===== config.mk =====
export PLATFORM = sky130hd
export DESIGN_NAME = cla_pipe_adder
export DESIGN_NICKNAME = d
export VERILOG_FILES = /design/src/rtl/cla_pipe_adder.sv
export SDC_FILE = /design/constraint.sdc
export NUM_CORES = 1
export LEC_CHECK = 0
export BUFFER_PORTS_ARGS = -buffer_cell sky130_fd_sc_hd__buf_2
export CELL_PAD_IN_SITES_DETAIL_PLACEMENT = 0
export CELL_PAD_IN_SITES_GLOBAL_PLACEMENT = 1
export CORE_UTILIZATION = 48
export DETAILED_ROUTE_END_ITERATION = 16
export PLACE_DENSITY_LB_ADDON = 0.15
export REMOVE_ABC_BUFFERS = 1
export SYNTH_ARGS = -nofsm -noshare
export SYNTH_HDL_FRONTEND = slang
export SYNTH_SLANG_ARGS = --single-unit

===== constraint.sdc =====
create_clock -name clock -period 6.9 [get_ports clock]
set_input_delay 0.345 -clock clock [delete_from_list [all_inputs] [get_ports clock]]
set_output_delay 0.345 -clock clock [all_outputs]
set_load 0.01 [all_outputs]

===== src/rtl/cla_pipe_adder.sv =====
// cla_pipe_adder: pipelined carry-lookahead adder/subtractor.
//   Operands are split into BLOCK-bit groups; group k is resolved by a flat
//   two-level lookahead in pipeline stage k, and its carry-out is registered
//   into stage k+1. Latency is N = WIDTH/BLOCK cycles, throughput one op/cycle.
//   Optional feature macro: CLA_PIPE_FLAGS_EN adds registered ovf/zero outputs.
//
// Handshake: a transfer happens on a rising edge where valid && ready are both
// high. in_ready = !out_valid || out_ready, so the input side never waits on
// anything but the consumer. Once out_valid rises, s/cout (and the flags)
// stay stable until the edge where out_ready is also high.
module cla_pipe_adder #(
  parameter int WIDTH = 32,
  parameter int BLOCK = 8
) (
  input  logic             clock,
  input  logic             reset,
  input  logic             in_valid,
  output logic             in_ready,
  input  logic [WIDTH-1:0] a,
  input  logic [WIDTH-1:0] b,
  input  logic             cin,
  input  logic             sub,
  output logic             out_valid,
  input  logic             out_ready,
  output logic [WIDTH-1:0] s,
  output logic             cout
`ifdef CLA_PIPE_FLAGS_EN
  ,
  output logic             ovf,
  output logic             zero
`endif
);

  localparam int N = WIDTH / BLOCK;

  // Carries of one group as a flat sum of products:
  //   c[i+1] = g[i] | p[i]g[i-1] | ... | p[i..1]g[0] | p[i..0]c0
  // Each term is built from g, p and c0 only, never from a lower carry.
  function automatic logic [BLOCK:0] group_carries(input logic [BLOCK-1:0] g,
                                                   input logic [BLOCK-1:0] p,
                                                   input logic             c0);
    logic [BLOCK:0] c;
    logic           term;
    c    = '0;
    c[0] = c0;
    for (int i = 0; i < BLOCK; i++) begin
      term = c0;
      for (int m = 0; m <= i; m++) term = term & p[m];
      c[i+1] = term;
      for (int j = 0; j <= i; j++) begin
        term = g[j];
        for (int m = j + 1; m <= i; m++) term = term & p[m];
        c[i+1] = c[i+1] | term;
      end
    end
    return c;
  endfunction

  // Pipeline registers, one entry per stage. Stage k holds the sum bits
  // resolved through group k and the still-unresolved upper operand bits
  // (resolved bits are cleared, so they fold away as constants).
  logic             vld_q [N];
  logic             cry_q [N];
  logic [WIDTH-1:0] sum_q [N];
  logic [WIDTH-1:0] opa_q [N];
  logic [WIDTH-1:0] opb_q [N];

  logic             cry_d [N];
  logic [WIDTH-1:0] sum_d [N];
  logic [WIDTH-1:0] opa_d [N];
  logic [WIDTH-1:0] opb_d [N];

  // Inputs seen by each stage: conditioned operands for stage 0,
  // the previous stage register otherwise.
  logic             stg_c [N];
  logic [WIDTH-1:0] stg_s [N];
  logic [WIDTH-1:0] stg_a [N];
  logic [WIDTH-1:0] stg_b [N];

`ifdef CLA_PIPE_FLAGS_EN
  logic msb_cry_d;
  logic zero_d;
  logic ovf_q;
  logic zero_q;
`endif

  logic adv;

  assign adv       = !vld_q[N-1] || out_ready;
  assign in_ready  = adv;
  assign out_valid = vld_q[N-1];
  assign s         = sum_q[N-1];
  assign cout      = cry_q[N-1];

  for (genvar k = 0; k < N; k++) begin : g_link
    if (k == 0) begin : g_head
      // Subtraction is A + ~B + 1; cin is ignored when sub=1.
      assign stg_a[k] = a;
      assign stg_b[k] = sub ? ~b : b;
      assign stg_c[k] = sub ? 1'b1 : cin;
      assign stg_s[k] = '0;
    end else begin : g_tail
      assign stg_a[k] = opa_q[k-1];
      assign stg_b[k] = opb_q[k-1];
      assign stg_c[k] = cry_q[k-1];
      assign stg_s[k] = sum_q[k-1];
    end
  end

  // Resolve group k in stage k and form every stage's next register contents.
  always_comb begin : comb_stages
    logic [BLOCK-1:0] grp_a;
    logic [BLOCK-1:0] grp_b;
    logic [BLOCK-1:0] grp_g;
    logic [BLOCK-1:0] grp_p;
    logic [BLOCK:0]   grp_c;
    logic [WIDTH-1:0] upper_mask;
`ifdef CLA_PIPE_FLAGS_EN
    msb_cry_d = 1'b0;
`endif
    for (int k = 0; k < N; k++) begin
      grp_a      = stg_a[k][k*BLOCK +: BLOCK];
      grp_b      = stg_b[k][k*BLOCK +: BLOCK];
      grp_g      = grp_a & grp_b;
      grp_p      = grp_a ^ grp_b;
      grp_c      = group_carries(grp_g, grp_p, stg_c[k]);
      upper_mask = {WIDTH{1'b1}} << ((k + 1) * BLOCK);

      sum_d[k]                     = stg_s[k];
      sum_d[k][k*BLOCK +: BLOCK]   = grp_p ^ grp_c[BLOCK-1:0];
      cry_d[k]                     = grp_c[BLOCK];
      opa_d[k]                     = stg_a[k] & upper_mask;
      opb_d[k]                     = stg_b[k] & upper_mask;
`ifdef CLA_PIPE_FLAGS_EN
      // Carry into the MSB lives in the last group, one below its carry-out.
      if (k == N - 1) msb_cry_d = grp_c[BLOCK-1];
`endif
    end
`ifdef CLA_PIPE_FLAGS_EN
    zero_d = ~|sum_d[N-1];
`endif
  end

  // Shift every stage forward together when the output can move; hold otherwise.
  always_ff @(posedge clock) begin
    if (reset) begin
      for (int k = 0; k < N; k++) begin
        vld_q[k] <= 1'b0;
        cry_q[k] <= 1'b0;
        sum_q[k] <= '0;
        opa_q[k] <= '0;
        opb_q[k] <= '0;
      end
`ifdef CLA_PIPE_FLAGS_EN
      ovf_q  <= 1'b0;
      zero_q <= 1'b0;
`endif
    end else if (adv) begin
      vld_q[0] <= in_valid && in_ready;
      for (int k = 1; k < N; k++) vld_q[k] <= vld_q[k-1];
      for (int k = 0; k < N; k++) begin
        cry_q[k] <= cry_d[k];
        sum_q[k] <= sum_d[k];
        opa_q[k] <= opa_d[k];
        opb_q[k] <= opb_d[k];
      end
`ifdef CLA_PIPE_FLAGS_EN
      ovf_q  <= msb_cry_d ^ cry_d[N-1];
      zero_q <= zero_d;
`endif
    end
  end

`ifdef CLA_PIPE_FLAGS_EN
  assign ovf  = ovf_q;
  assign zero = zero_q;
`endif

endmodule

* Word-level counts from Yosys, hierarchy flattened
Memory sizes are Yosys's and may differ from the RTL's.
Cells that the tools add are included.
** Storage, ports and cells
- Register bits :: 0
- Latch bits :: 0
- Memory bits (writable) :: 328
- Bits in read-only memories :: 0
- Output and inout port bits :: 35
- Memories :: 5
** Cells by class
- Add/sub/neg operators :: 0
- Multiply operators :: 0
- Div/mod/pow operators :: 0
- Order comparisons :: 0
- Eq/ne operators :: 0
- Shift operators :: 0
- Multiplexer cells :: 27
- Bitwise logic cells :: 321
- Reductions and logical operators :: 3
** Memories
- sum_q :: words 4, bits a word 32, rd ports 4, clocked after Yosys merged registers in 0, wr ports 4, line 64 : logic [WIDTH-1:0] sum_q [N];
- opa_q :: words 4, bits a word 24, rd ports 3, clocked after Yosys merged registers in 0, wr ports 4, line 65 : logic [WIDTH-1:0] opa_q [N];
- opb_q :: words 4, bits a word 24, rd ports 3, clocked after Yosys merged registers in 0, wr ports 4, line 66 : logic [WIDTH-1:0] opb_q [N];
- cry_q :: words 4, bits a word 1, rd ports 4, clocked after Yosys merged registers in 0, wr ports 4, line 63 : logic cry_q [N];
- vld_q :: words 4, bits a word 1, rd ports 4, clocked after Yosys merged registers in 0, wr ports 4, line 62 : logic vld_q [N];
** Operators with widths (count)
- 24-bit 2-to-1 mux :: 8
- 1-bit OR :: 164
- 32-bit 2-to-1 mux :: 5
- 1-bit bitwise AND :: 144
- 8-bit bitwise XOR :: 8
- 8-bit bitwise AND :: 4
- 32-bit NOT :: 1
- 1-bit 2-to-1 mux :: 14
- 1-bit logical AND :: 1
- 1-bit logical NOT :: 1
- 1-bit logical OR :: 1

* Logic depth before layout (Yosys ltp)
Gate-level depths: netlist (run 1).
- Depth after elaboration :: 20
- Gate-level depth with buffers :: 8
- Gate-level depth less buffers :: 7

* Worst setup path after synthesis (run 1)
OpenSTA, ideal clock, no wires.
- Path kind :: register -> register
- Start point :: mem vld_q[3][0], in the netlist vld_q[0][3]
- End point :: mem cry_q[0][0] (enable)
- Library setup time :: 0.577 ns
- Arrival :: 4.766 ns
- Path slack :: 1.556 ns
- Stages on the path, launching flop included :: 3
- Clock period less this slack :: 5.344 ns
- Cells stage by stage :: edfxtp_1 -> nor2b_4 -> nand2b_1
** RTL lines (line)
- start: declaration :: 62
- end: declaration :: 63

==> results_dict.tcl, run 1 <==
set metrics [dict create \
    syn_inst 595 \
    worst_setup_hold_path_clk_slew_ns 0.07 \
    worst_path_max_delay_cell "sky130_fd_sc_hd__buf_2" \
    wl_per_cell_um 14.4 \
    gpl.final_weighted_congestion 0.784 \
    async_flop_share_pct 0 \
    holdWs_ns 0.199 \
    worstHoldPathType "in2reg" \
    synthAdderAreaFrac_pct 6.34 \
    critPathTopFamily "compound AO/OA/AOI/OAI gates" \
    crit-reg2reg-capture "sum_q[0][85]" \
    synth_simple_gate_area_share_pct 16.2 \
    worst_slew_margin_rel_pct 20.0 \
    synth_seq_cells 184 \
    worst_ir_drop_vdd_mv 0.164 \
    mappedNetlistArea_mm2 0.00837 \
    h_tree_depth_reported_by_cts 4 \
    critical_path.most_common_cell "sky130_fd_sc_hd__ha_1" \
    final_util_pct 57.6 \
    timing.final.crit_share_pct 37.9 \
    crit_path_end_kind "flip-flop" \
    synth-compound-area-share_pct 5.66 \
    maxSlewViolCount 0 \
    clock_tree_from_tritoncts "built" \
    num_rows 47 \
    postSynthAreaPerCell_um2 14.1 \
    crit_chain "buf_2 -> xor2_1 -> ha_1 -> ha_1 -> o211ai_2 -> a21boi_1 -> o311ai_0 -> a21oi_1" \
    wl_met3_um 437 \
    met2RoutedLength_um 6570 \
    r2r_start "vld_q[0][3]" \
    tightestPinTransition_ns 1.20 \
    critPathMaxFanout 33 \
    number_of_buffer_and_inverter_instances_along_the_worst_setup_path 1 \
    synth_enable_flop_cells 184 \
    core_region_area_mm2 0.0168 \
    final_antenna_net_count 0 \
    timing.final.hold_violations 0 \
    n_antenna_cell 0 \
    num_io_pins 105 \
    finish.net_count 807 \
    worst-path-stages 8 \
    power.static_leakage_nw 4.19 \
    cells_resized_by_post_cts_repair 0 \
    post_route_cells_drive_above_1_share_pct 21.4 \
    cp.required_ns 7.02 \
    run_status "finished clean" \
    cellPowerDensity_mw_per_mm2 261 \
    regArea_mm2 0.00553 \
    port_buffers 104 \
    rsz0062_at_grt "false" \
    cts_post_setup_buffers_inserted 0 \
    synth_seq_area_share_pct 66.0 \
    timing.max_cap.violations 0 \
    m1WireLength_um 6160 \
    yosys-top-cells-area "sky130_fd_sc_hd__edfxtp_1 66%, sky130_fd_sc_hd__and2_1 9.7%, sky130_fd_sc_hd__ha_1 5.4%, sky130_fd_sc_hd__xnor2_1 3.2%, sky130_fd_sc_hd__nor2_1 1.7%" \
    report.power.total_w 0.00253 \
    clock_sinks 184 \
    numCtsBuffers 17 \
    die_area_mm2 0.0180 \
    grt_max_degree 121 \
    nFillCells 1421 \
    critical_path_start_type "input port" \
    arrival_ns 2.74 \
    cts_root_buf "sky130_fd_sc_hd__clkbuf_16" \
    synth.largest_area_cell "sky130_fd_sc_hd__edfxtp_1" \
    initial_antenna_violation_count 0 \
    drtPass1Iterations 4 \
    globalRouteTotalUtil_pct 15.7 \
    finalCriticalPeriod_ns 2.62 \
    dominant_combinational_cell_family_by_area_after_synthesis "simple AND/OR/NAND/NOR gates" \
    synthXorXnorAreaFrac_pct 4.18 \
    grt_first_pass_wirelength_um 21800 \
    via_count 4655 \
    half_perimeter_wire_length_after_placement_um 8400 \
    ctsHoldBuffers 0 \
    cp-endpoint "cry_q[0][0]" \
    cts.path.max_buffers 2 \
    post_drt_via_cell_ratio 5.01 \
    setup-violations-final 0 \
    muxShareOfSynthArea_pct 0 \
    areaGrowthSynthToFinish_pct 15.6 \
    worstSetupPathType "in2reg" \
    grt_pass1_vias 4556 \
    timing.critical_path.slowest_cell_delay_ns 0.74 \
    synth_ff_type "sky130_fd_sc_hd__edfxtp_1" \
    register_to_register_path_setup_slack_ns 4.73 \
    setup.worst_path.start "sub" \
    setup_tns_ns 0 \
    totalWireLength_um 13400 \
    initial_core_util_pct 49.8 \
    ys_types 41 \
    netlist.area_leader.share_pct 66.0 \
    leftover_overflow_at_the_end_of_global_routing 0 \
    drc 0 \
    top_layer "met4" \
    clk_latency_ns 0.42 \
    die_h_um 134 \
    multi_input_area_mm2 0.00272 \
    ys.warnings.count 0 \
    reg2regPathDepth 4 \
    clock-skew-final_ns 0.00642 \
    die_width_um 134 \
    fmax_ghz 0.382 \
    drt_first_iter_violations 386 \
]
metrics by stage:
| step | std cells | setup slack [ns] | cell area (um2) |
|---|---|---|---|
| final | 930 | 4.28 | 9680 |
| after detailed placement | 898 | 3.85 | 9090 |
| after global placement | 898 | 3.99 | 9090 |
| after floorplan | 571 | 1.56 | 8270 |
| after CTS | 930 | 4.30 | 9680 |
| after global routing | 930 | 4.10 | 9680 |
cell type report:
class | count | share of cell area, %
well taps | 220 | 2.84
multi-input cells | 378 | 28.1
repair buffers | 107 | 5.61
inverters | 9 | 0.349
flip-flops and latches | 184 | 57.1
clock buffers | 19 | 4.47
clock inverters | 13 | 1.59
cells in the final DEF (no fill, tap or decap), types with 3 or more instances in the layout:
cell type,count
sky130_fd_sc_hd__edfxtp_1,184
sky130_fd_sc_hd__and2_1,130
sky130_fd_sc_hd__buf_2,104
sky130_fd_sc_hd__nor2_1,39
sky130_fd_sc_hd__ha_1,36
sky130_fd_sc_hd__xnor2_1,31
sky130_fd_sc_hd__nor3_1,22
sky130_fd_sc_hd__clkbuf_16,17
sky130_fd_sc_hd__inv_1,9
sky130_fd_sc_hd__xor2_1,9
sky130_fd_sc_hd__nand2_1,9
sky130_fd_sc_hd__a21oi_1,8
sky130_fd_sc_hd__o31a_1,8
sky130_fd_sc_hd__nand3_1,7
sky130_fd_sc_hd__a21boi_1,7
sky130_fd_sc_hd__o21ai_0,6
sky130_fd_sc_hd__nand2b_1,6
sky130_fd_sc_hd__o21a_1,6
sky130_fd_sc_hd__a21oi_2,5
sky130_fd_sc_hd__nor3b_1,5
sky130_fd_sc_hd__o211ai_2,4
sky130_fd_sc_hd__and3_1,4
sky130_fd_sc_hd__nor4_1,4
sky130_fd_sc_hd__fa_1,4
sky130_fd_sc_hd__clkinv_2,4
sky130_fd_sc_hd__o311ai_1,3
sky130_fd_sc_hd__nand4_1,3
sky130_fd_sc_hd__nor2b_1,3
sky130_fd_sc_hd__o31ai_1,3
sky130_fd_sc_hd__bufinv_16,3
sky130_fd_sc_hd__clkinvlp_4,3
sky130_fd_sc_hd__buf_4,3
registers in the layout (all words and copies together) (netlist names):
signal,flops
sum_q,80
cry_q,4
vld_q,4
opa_q,48
opb_q,48
Yosys cell counts (all sizes together), types with 2 or more instances:
| cell | number |
|---|---|
| edfxtp | 184 |
| and2 | 130 |
| nor2 | 40 |
| ha | 36 |
| xnor2 | 31 |
| nor3 | 22 |
| clkbuf | 14 |
| a21oi | 13 |
| buf | 10 |
| inv | 9 |
| nand2 | 9 |
| xor2 | 9 |
| o31a | 8 |
| a21boi | 7 |
| nand2b | 7 |
| nand3 | 7 |
| o21a | 6 |
| o21ai | 6 |
| nor3b | 5 |
| and3 | 4 |
| fa | 4 |
| nor2b | 4 |
| nor4 | 4 |
| o211ai | 4 |
| o311ai | 4 |
| a21bo | 3 |
| nand4 | 3 |
| o31ai | 3 |
| a211o | 2 |
| or2 | 2 |
cell families (layout without fill, tap and decap cells):
| logic type | Yosys count | after routing |
|---|---|---|
| and+or+nand+nor | 238 | 238 |
| DFF | 184 | 184 |
| AOI/OAI and AO/OA | 60 | 60 |
| adders and majority gates | 40 | 40 |
| xor gates and xnor gates | 40 | 40 |
| buffers and inverters | 33 | 148 |
worst register-to-register path, delay by kind of cell (launching register included):
kind	cells	cell delay [ns]
DFF	1	0.34
and+or+nand+nor	3	1.41
AOI/OAI and AO/OA	1	0.17
how the worst min path moves through the flow:
stage	startpoint	end	slack, ns	cells after the start
CTS	a[12]	opa_q[0][4]	0.18	2
global placement	sum_q[0][81]	sum_q[0][113]	0.50	1
finish	a[26]	opa_q[0][18]	0.20	2
floorplan	opa_q[0][8]	opa_q[0][32]	0.50	1
global route	in_valid	vld_q[0][0]	0.19	2
detailed placement	opb_q[0][11]	opb_q[0][35]	0.50	1
report_power, final:
| group | internal [W] | switching (W) | leakage, nW |
|---|---|---|---|
| Combinational | 0.000106 | 0.000120 | 1.72 |
| Clock | 0.000567 | 0.000397 | 0.281 |
| Sequential | 0.00132 | 0.0000207 | 2.18 |
layer usage:
layer  GRT usage (%)  vias up
met3            3.59       12
li1                -     2351
met2            26.0       96
met5               0        -
met4            6.05        0
met1            20.2     2196
Power figures use the tool's default switching activity.
==> run 2: changes to the inputs <==
clock period = 2.6 ns   (was 6.9 ns; I/O delays follow)
==> results_dict.tcl, run 2 (synthesized netlist as in run 1, its figures left out) <==
set metrics [dict create \
    run_status "finished clean" \
    gpl.final_weighted_congestion 0.840 \
    timing.critical_path.slowest_cell_delay_ns 0.42 \
    arrival_ns 2.21 \
    comb_power_share_pct 9.4 \
    critical_path.most_common_cell "sky130_fd_sc_hd__ha_1" \
    crit_chain "ha_1 -> ha_1 -> o211ai_2 -> a21boi_1 -> o311ai_1 -> a21oi_1" \
    clock_tree_from_tritoncts "built" \
    critPathTopFamily "compound AO/OA/AOI/OAI gates" \
    grtUsageMet3_pct 3.55 \
    h_tree_depth_reported_by_cts 4 \
    number_of_buffer_and_inverter_instances_along_the_worst_setup_path 0 \
    drc 0 \
    nFillCells 1353 \
    numCtsBuffers 17 \
    wl_per_cell_um 14.3 \
    finish.net_count 837 \
    areaGrowthSynthToFinish_pct 19.5 \
    timing.final.hold_violations 0 \
    num_io_pins 105 \
    cts_root_buf "sky130_fd_sc_hd__clkbuf_16" \
    layout_common_cells "184 x sky130_fd_sc_hd__edfxtp_1, 130 x sky130_fd_sc_hd__and2_1, 104 x sky130_fd_sc_hd__buf_2, 39 x sky130_fd_sc_hd__nor2_1, 36 x sky130_fd_sc_hd__ha_1" \
    finalCriticalPeriod_ns 2.04 \
    die_h_um 134 \
    half_perimeter_wire_length_after_placement_um 8630 \
    rsz0062_at_grt "false" \
    clock-skew-final_ns 0.00778 \
    groute.layer.met2.usage_pct 27.1 \
    layout.cells.most_common "sky130_fd_sc_hd__edfxtp_1" \
    register_to_register_path_setup_slack_ns 0.56 \
    port_buffers 104 \
    worst_slew_margin_rel_pct 64.4 \
    die_area_mm2 0.0180 \
    fmax_ghz 0.491 \
    sw_frac_of_total_pct 21.4 \
    netSwitchingPower_w 0.00145 \
    num_rows 47 \
    leftover_overflow_at_the_end_of_global_routing 0 \
    regMostFlops "sum_q" \
    worstSetupPathType "reg2reg" \
    grt_first_pass_wirelength_um 22800 \
    cts_post_setup_buffers_inserted 0 \
    tightestPinTransition_ns 0.534 \
    setup-violations-final 0 \
    timing.final.crit_share_pct 78.4 \
    final_antenna_net_count 0 \
    crit_path_end_kind "flip-flop" \
    top_usage_layer "met2" \
    via_count 4804 \
    post_route_cells_drive_above_1_share_pct 21.3 \
    globalRouteTotalUtil_pct 16.4 \
    timing.max_cap.violations 0 \
    core_region_area_mm2 0.0168 \
    drt_first_iter_violations 265 \
    initial_antenna_violation_count 0 \
    critical_path_start_type "flip-flop" \
    maxSlewViolCount 0 \
    power.clock.fraction_pct 38.0 \
    totalWireLength_um 13700 \
    cellPowerDensity_mw_per_mm2 677 \
    worst_path_max_delay_cell "sky130_fd_sc_hd__edfxtp_1" \
    relative_contribution_of_sequential_cells_to_total_power_pct 52.6 \
    top_regs "sum_q: 80 flops, opa_q: 48 flops, opb_q: 48 flops" \
    clk_latency_ns 0.43 \
    globalRouteMet1Util_pct 20.8 \
    largest_register_ff_count 80 \
    grt_max_degree 71 \
    timing.final.ws_setup_ns 0.563 \
    cts.path.max_buffers 2 \
    worst_ir_drop_vdd_mv 0.485 \
    worst_setup_hold_path_clk_slew_ns 0.06 \
    n_antenna_cell 0 \
    die_width_um 134 \
    cp.required_ns 2.77 \
    place_ws_ns 0.410 \
    worstHoldPathType "in2reg" \
    critPathMaxFanout 4 \
    power_report.internal_total_w 0.00532 \
    final_util_pct 59.5 \
    post_drt_via_cell_ratio 5.01 \
    drtPass1Iterations 5 \
    grt_pass1_vias 4777 \
    clock_sinks 184 \
    power.static_leakage_nw 4.32 \
    initial_core_util_pct 49.8 \
]
-- run 2: cell types whose count changed in the layout (fill, tap and decap cells not counted), sizes merged --
cell,delta
dlygate4sd3,+24
buf,+6
clkinv,-3
clkinvlp,+1
-- run 2: metal layers --
| layer | vias up | wire (um) | share of wire [%] |
|---|---|---|---|
| met5 | - | 0 | 0 |
| met4 | 0 | 286 | 2.1 |
| met3 | 24 | 603 | 4.4 |
| met2 | 132 | 6700 | 49 |
| met1 | 2250 | 6120 | 45 |
| li1 | 2398 | - | - |
-- run 2: final timing paths --
check | depth (start not counted) | to | from
worst max-delay path | 6 | cry_q[0][1] | opb_q[0][0]
worst min-delay path | 3 | opb_q[0][5] | b[13]
worst max register to register | 6 | cry_q[0][1] | opb_q[0][0]
worst min register to register | 1 | opb_q[0][69] | opb_q[0][45]
-- run 2: layout make-up --
cell class / count / area (um2) / share of cell area (%)
Tap cell: 220 / 275 / 2.75
Multi-Input combinational cell: 378 / 2720 / 27.2
Clock inverter: 11 / 151 / 1.51
Sequential cell: 184 / 5530 / 55.2
Timing Repair Buffer: 137 / 866 / 8.66
Clock buffer: 19 / 433 / 4.33
Inverter: 9 / 33.8 / 0.338
-- run 2: what timing repair did --
action | 4_1_cts | 5_1_grt
resized for setup | 0 | 0
hold endpoints to repair | 24 | 0
hold buffers | 24 | 0
-- run 2: through the flow --
step	setup TNS [ns]	instances	hold slack, ns	total power (W)	cell area [um2]
after floorplan	-504.85	571	0.328	0.00402	8270
after global placement	0	904	0.406	0.00421	9180
after detailed placement	0	904	0.410	0.00424	9180
after CTS	0	958	0.000442	0.00683	10000
after global routing	0	958	0.0146	0.00704	10000
final	0	958	0.0197	0.00677	10000
-- run 2: power groups by stage --
stage	logic, W	registers (W)	clock network [W]
global route	0.000718	0.00358	0.00274
CTS	0.000643	0.00356	0.00263
global placement	0.000591	0.00362	0
floorplan	0.000391	0.00363	0
detailed placement	0.000611	0.00363	0
finish	0.000636	0.00356	0.00258
-- run 2: worst reg2reg max path, cell delays in order, from the launching register on --
cell                       delay, ns
sky130_fd_sc_hd__edfxtp_1       0.42
sky130_fd_sc_hd__ha_1           0.32
sky130_fd_sc_hd__ha_1           0.22
sky130_fd_sc_hd__o211ai_2       0.22
sky130_fd_sc_hd__a21boi_1       0.15
sky130_fd_sc_hd__o311ai_1       0.34
sky130_fd_sc_hd__a21oi_1        0.11
==> run 3: changes to the inputs <==
CORE_UTILIZATION = 43   (was 48)
clock period = 1.8 ns   (was 2.6 ns; I/O delays follow)
==> results_dict.tcl, run 3 (synthesized netlist as in run 1, its figures left out) <==
set metrics [dict create \
    run_status "finished with violations" \
    failed_checks "setup timing" \
    final-instance-count-excl-fill 1054 \
    initial_antenna_violation_count 0 \
    setup_tns_ns -0.933 \
    netSwitchingPower_w 0.00213 \
    place_ws_ns -0.292 \
    drt_first_iter_violations 295 \
    top_usage_layer "met2" \
    crit-reg2reg-capture "sum_q[0][45]" \
    clock_sinks 184 \
    worstHoldPathType "in2reg" \
    r2r_start "opb_q[0][0]" \
    grtUsageMet3_pct 3.10 \
    gpl.final_weighted_congestion 0.821 \
    cts_root_buf "sky130_fd_sc_hd__clkbuf_16" \
    via_count 5067 \
    half_perimeter_wire_length_after_placement_um 9320 \
    globalRouteMet1Util_pct 19.1 \
    report.power.total_w 0.00980 \
    arrival_ns 2.14 \
    numCtsBuffers 17 \
    power.static_leakage_nw 4.60 \
    timing.final.ws_setup_ns -0.155 \
    top_regs "sum_q: 80 flops, opa_q: 48 flops, opb_q: 48 flops" \
    nFillCells 1601 \
    cellPowerDensity_mw_per_mm2 912 \
    comb_power_share_pct 11.2 \
    rsz0062_at_grt "true" \
    cp.required_ns 1.98 \
    globalRouteTotalUtil_pct 15.3 \
    worst_slew_margin_rel_pct 70.1 \
    die_h_um 142 \
    layout.cells.most_common "sky130_fd_sc_hd__edfxtp_1" \
    cts.path.max_buffers 2 \
    drtPass1Iterations 4 \
    port_buffers 104 \
    crit_path_end_kind "flip-flop" \
    largest_register_ff_count 80 \
    register_to_register_path_setup_slack_ns -0.15 \
    die_width_um 142 \
    n_antenna_cell 0 \
    timing.final.hold_violations 0 \
    areaGrowthSynthToFinish_pct 28.3 \
    maxSlewViolCount 0 \
    post_drt_via_cell_ratio 4.81 \
    die_area_mm2 0.0200 \
    final_antenna_net_count 0 \
    worst_ir_drop_vdd_mv 0.571 \
    drc 0 \
    critical_path_start_type "flip-flop" \
    power.clock.fraction_pct 36.3 \
    relative_contribution_of_sequential_cells_to_total_power_pct 52.5 \
    whs_endpoint "opb_q[0][22]" \
    wl_per_cell_um 13.9 \
    layout_common_cells "184 x sky130_fd_sc_hd__edfxtp_1, 130 x sky130_fd_sc_hd__and2_1, 104 x sky130_fd_sc_hd__buf_2, 44 x sky130_fd_sc_hd__dlygate4sd3_1, 38 x sky130_fd_sc_hd__nor2_1" \
    leftover_overflow_at_the_end_of_global_routing 0 \
    grt_pass1_vias 4952 \
    core_region_area_mm2 0.0189 \
    h_tree_depth_reported_by_cts 4 \
    clock-skew-final_ns 0.00787 \
    hold_path_startpoint "b[30]" \
    final_util_pct 56.9 \
    reg2regPathDepth 6 \
    finalCriticalPeriod_ns 1.95 \
    worstSetupPathType "reg2reg" \
    initial_core_util_pct 44.3 \
    num_rows 50 \
    timing.final.crit_share_pct 109 \
    post_route_cells_drive_above_1_share_pct 27.5 \
    place_inst 970 \
    totalWireLength_um 14600 \
    tightestPinTransition_ns 0.449 \
    timing.max_cap.violations 0 \
    grt_max_degree 85 \
    groute.layer.met2.usage_pct 25.7 \
    sw_frac_of_total_pct 21.8 \
    fmax_ghz 0.512 \
    power_report.internal_total_w 0.00767 \
    clock_tree_from_tritoncts "built" \
    critPathMaxFanout 4 \
    finish.net_count 891 \
    clk_latency_ns 0.43 \
    num_io_pins 105 \
    worstHoldPathCells 3 \
    worst_setup_hold_path_clk_slew_ns 0.07 \
    grt_first_pass_wirelength_um 23600 \
    setup-violations-final 11 \
    regMostFlops "sum_q" \
]
run 3: changes by cell type in the layout (fill, tap and decap cells not counted), sizes merged:
cell / delta
dlygate4sd3: +20
buf: +34
bufinv: -1
clkinvlp: -3
clkinv: +6
run 3: metal layers:
metal  vias up  routed length (um)
met4         0                 267
met3        22                 496
li1       2512                   -
met2       107                7300
met1      2426                6580
met5         -                   0
run 3: critical path: stages (launching register included):
cell and delay (ns):
sky130_fd_sc_hd__edfxtp_1 0.39, sky130_fd_sc_hd__ha_1 0.31, sky130_fd_sc_hd__ha_2 0.21, sky130_fd_sc_hd__o211ai_4 0.27
sky130_fd_sc_hd__a21boi_2 0.11, sky130_fd_sc_hd__o21a_1 0.20, sky130_fd_sc_hd__o31a_1 0.23
run 3: power by group through the flow:
| stage | Clock [W] | Sequential (W) | Combinational [W] |
|---|---|---|---|
| floorplan | 0 | 0.00524 | 0.000564 |
| global route | 0.00379 | 0.00517 | 0.00122 |
| global placement | 0 | 0.00523 | 0.000937 |
| finish | 0.00356 | 0.00514 | 0.00110 |
| CTS | 0.00365 | 0.00515 | 0.00107 |
| detailed placement | 0 | 0.00524 | 0.000964 |
run 3: repair_timing:
item                                    4_1_cts  5_1_grt
pin swaps                                    26       13
hold endpoints to repair                     44        0
hold buffers                                 44        0
setup buffers                                 4        4
cloned                                        0        0
endpoints found under the setup margin       14       17
resized for setup                            19       20
run 3: worst max-delay path by stage:
| stage | startpoint | endpoint | slack [ns] | cells after the start |
|---|---|---|---|---|
| after detailed placement | sub | cry_q[0][0] | -0.29 | 8 |
| after global placement | sub | cry_q[0][0] | -0.18 | 8 |
| final | opb_q[0][0] | sum_q[0][45] | -0.15 | 6 |
| after floorplan | vld_q[0][3] | cry_q[0][0] | -3.54 | 2 |
| after CTS | opb_q[0][32] | sum_q[0][87] | -0.14 | 7 |
| after global routing | opb_q[0][32] | cry_q[0][2] | -0.22 | 6 |
run 3: metrics by stage:
step	hold WS, ns	instance area (um2)
after floorplan	0.288	8270
after global placement	0.366	9460
after detailed placement	0.370	9460
after CTS	0.00865	10600
after global routing	0.0523	10700
final	0.0268	10700
run 3: final cells by class:
class                   count  area, um2  share of cell area (%)
flip-flops and latches    184       5530                    51.4
repair buffers            191       1370                    12.7
clock buffers              19        433                    4.03
multi-input cells         378       2930                    27.3
clock inverters            13        130                    1.21
well taps                 260        325                    3.03
inverters                   9       33.8                   0.314
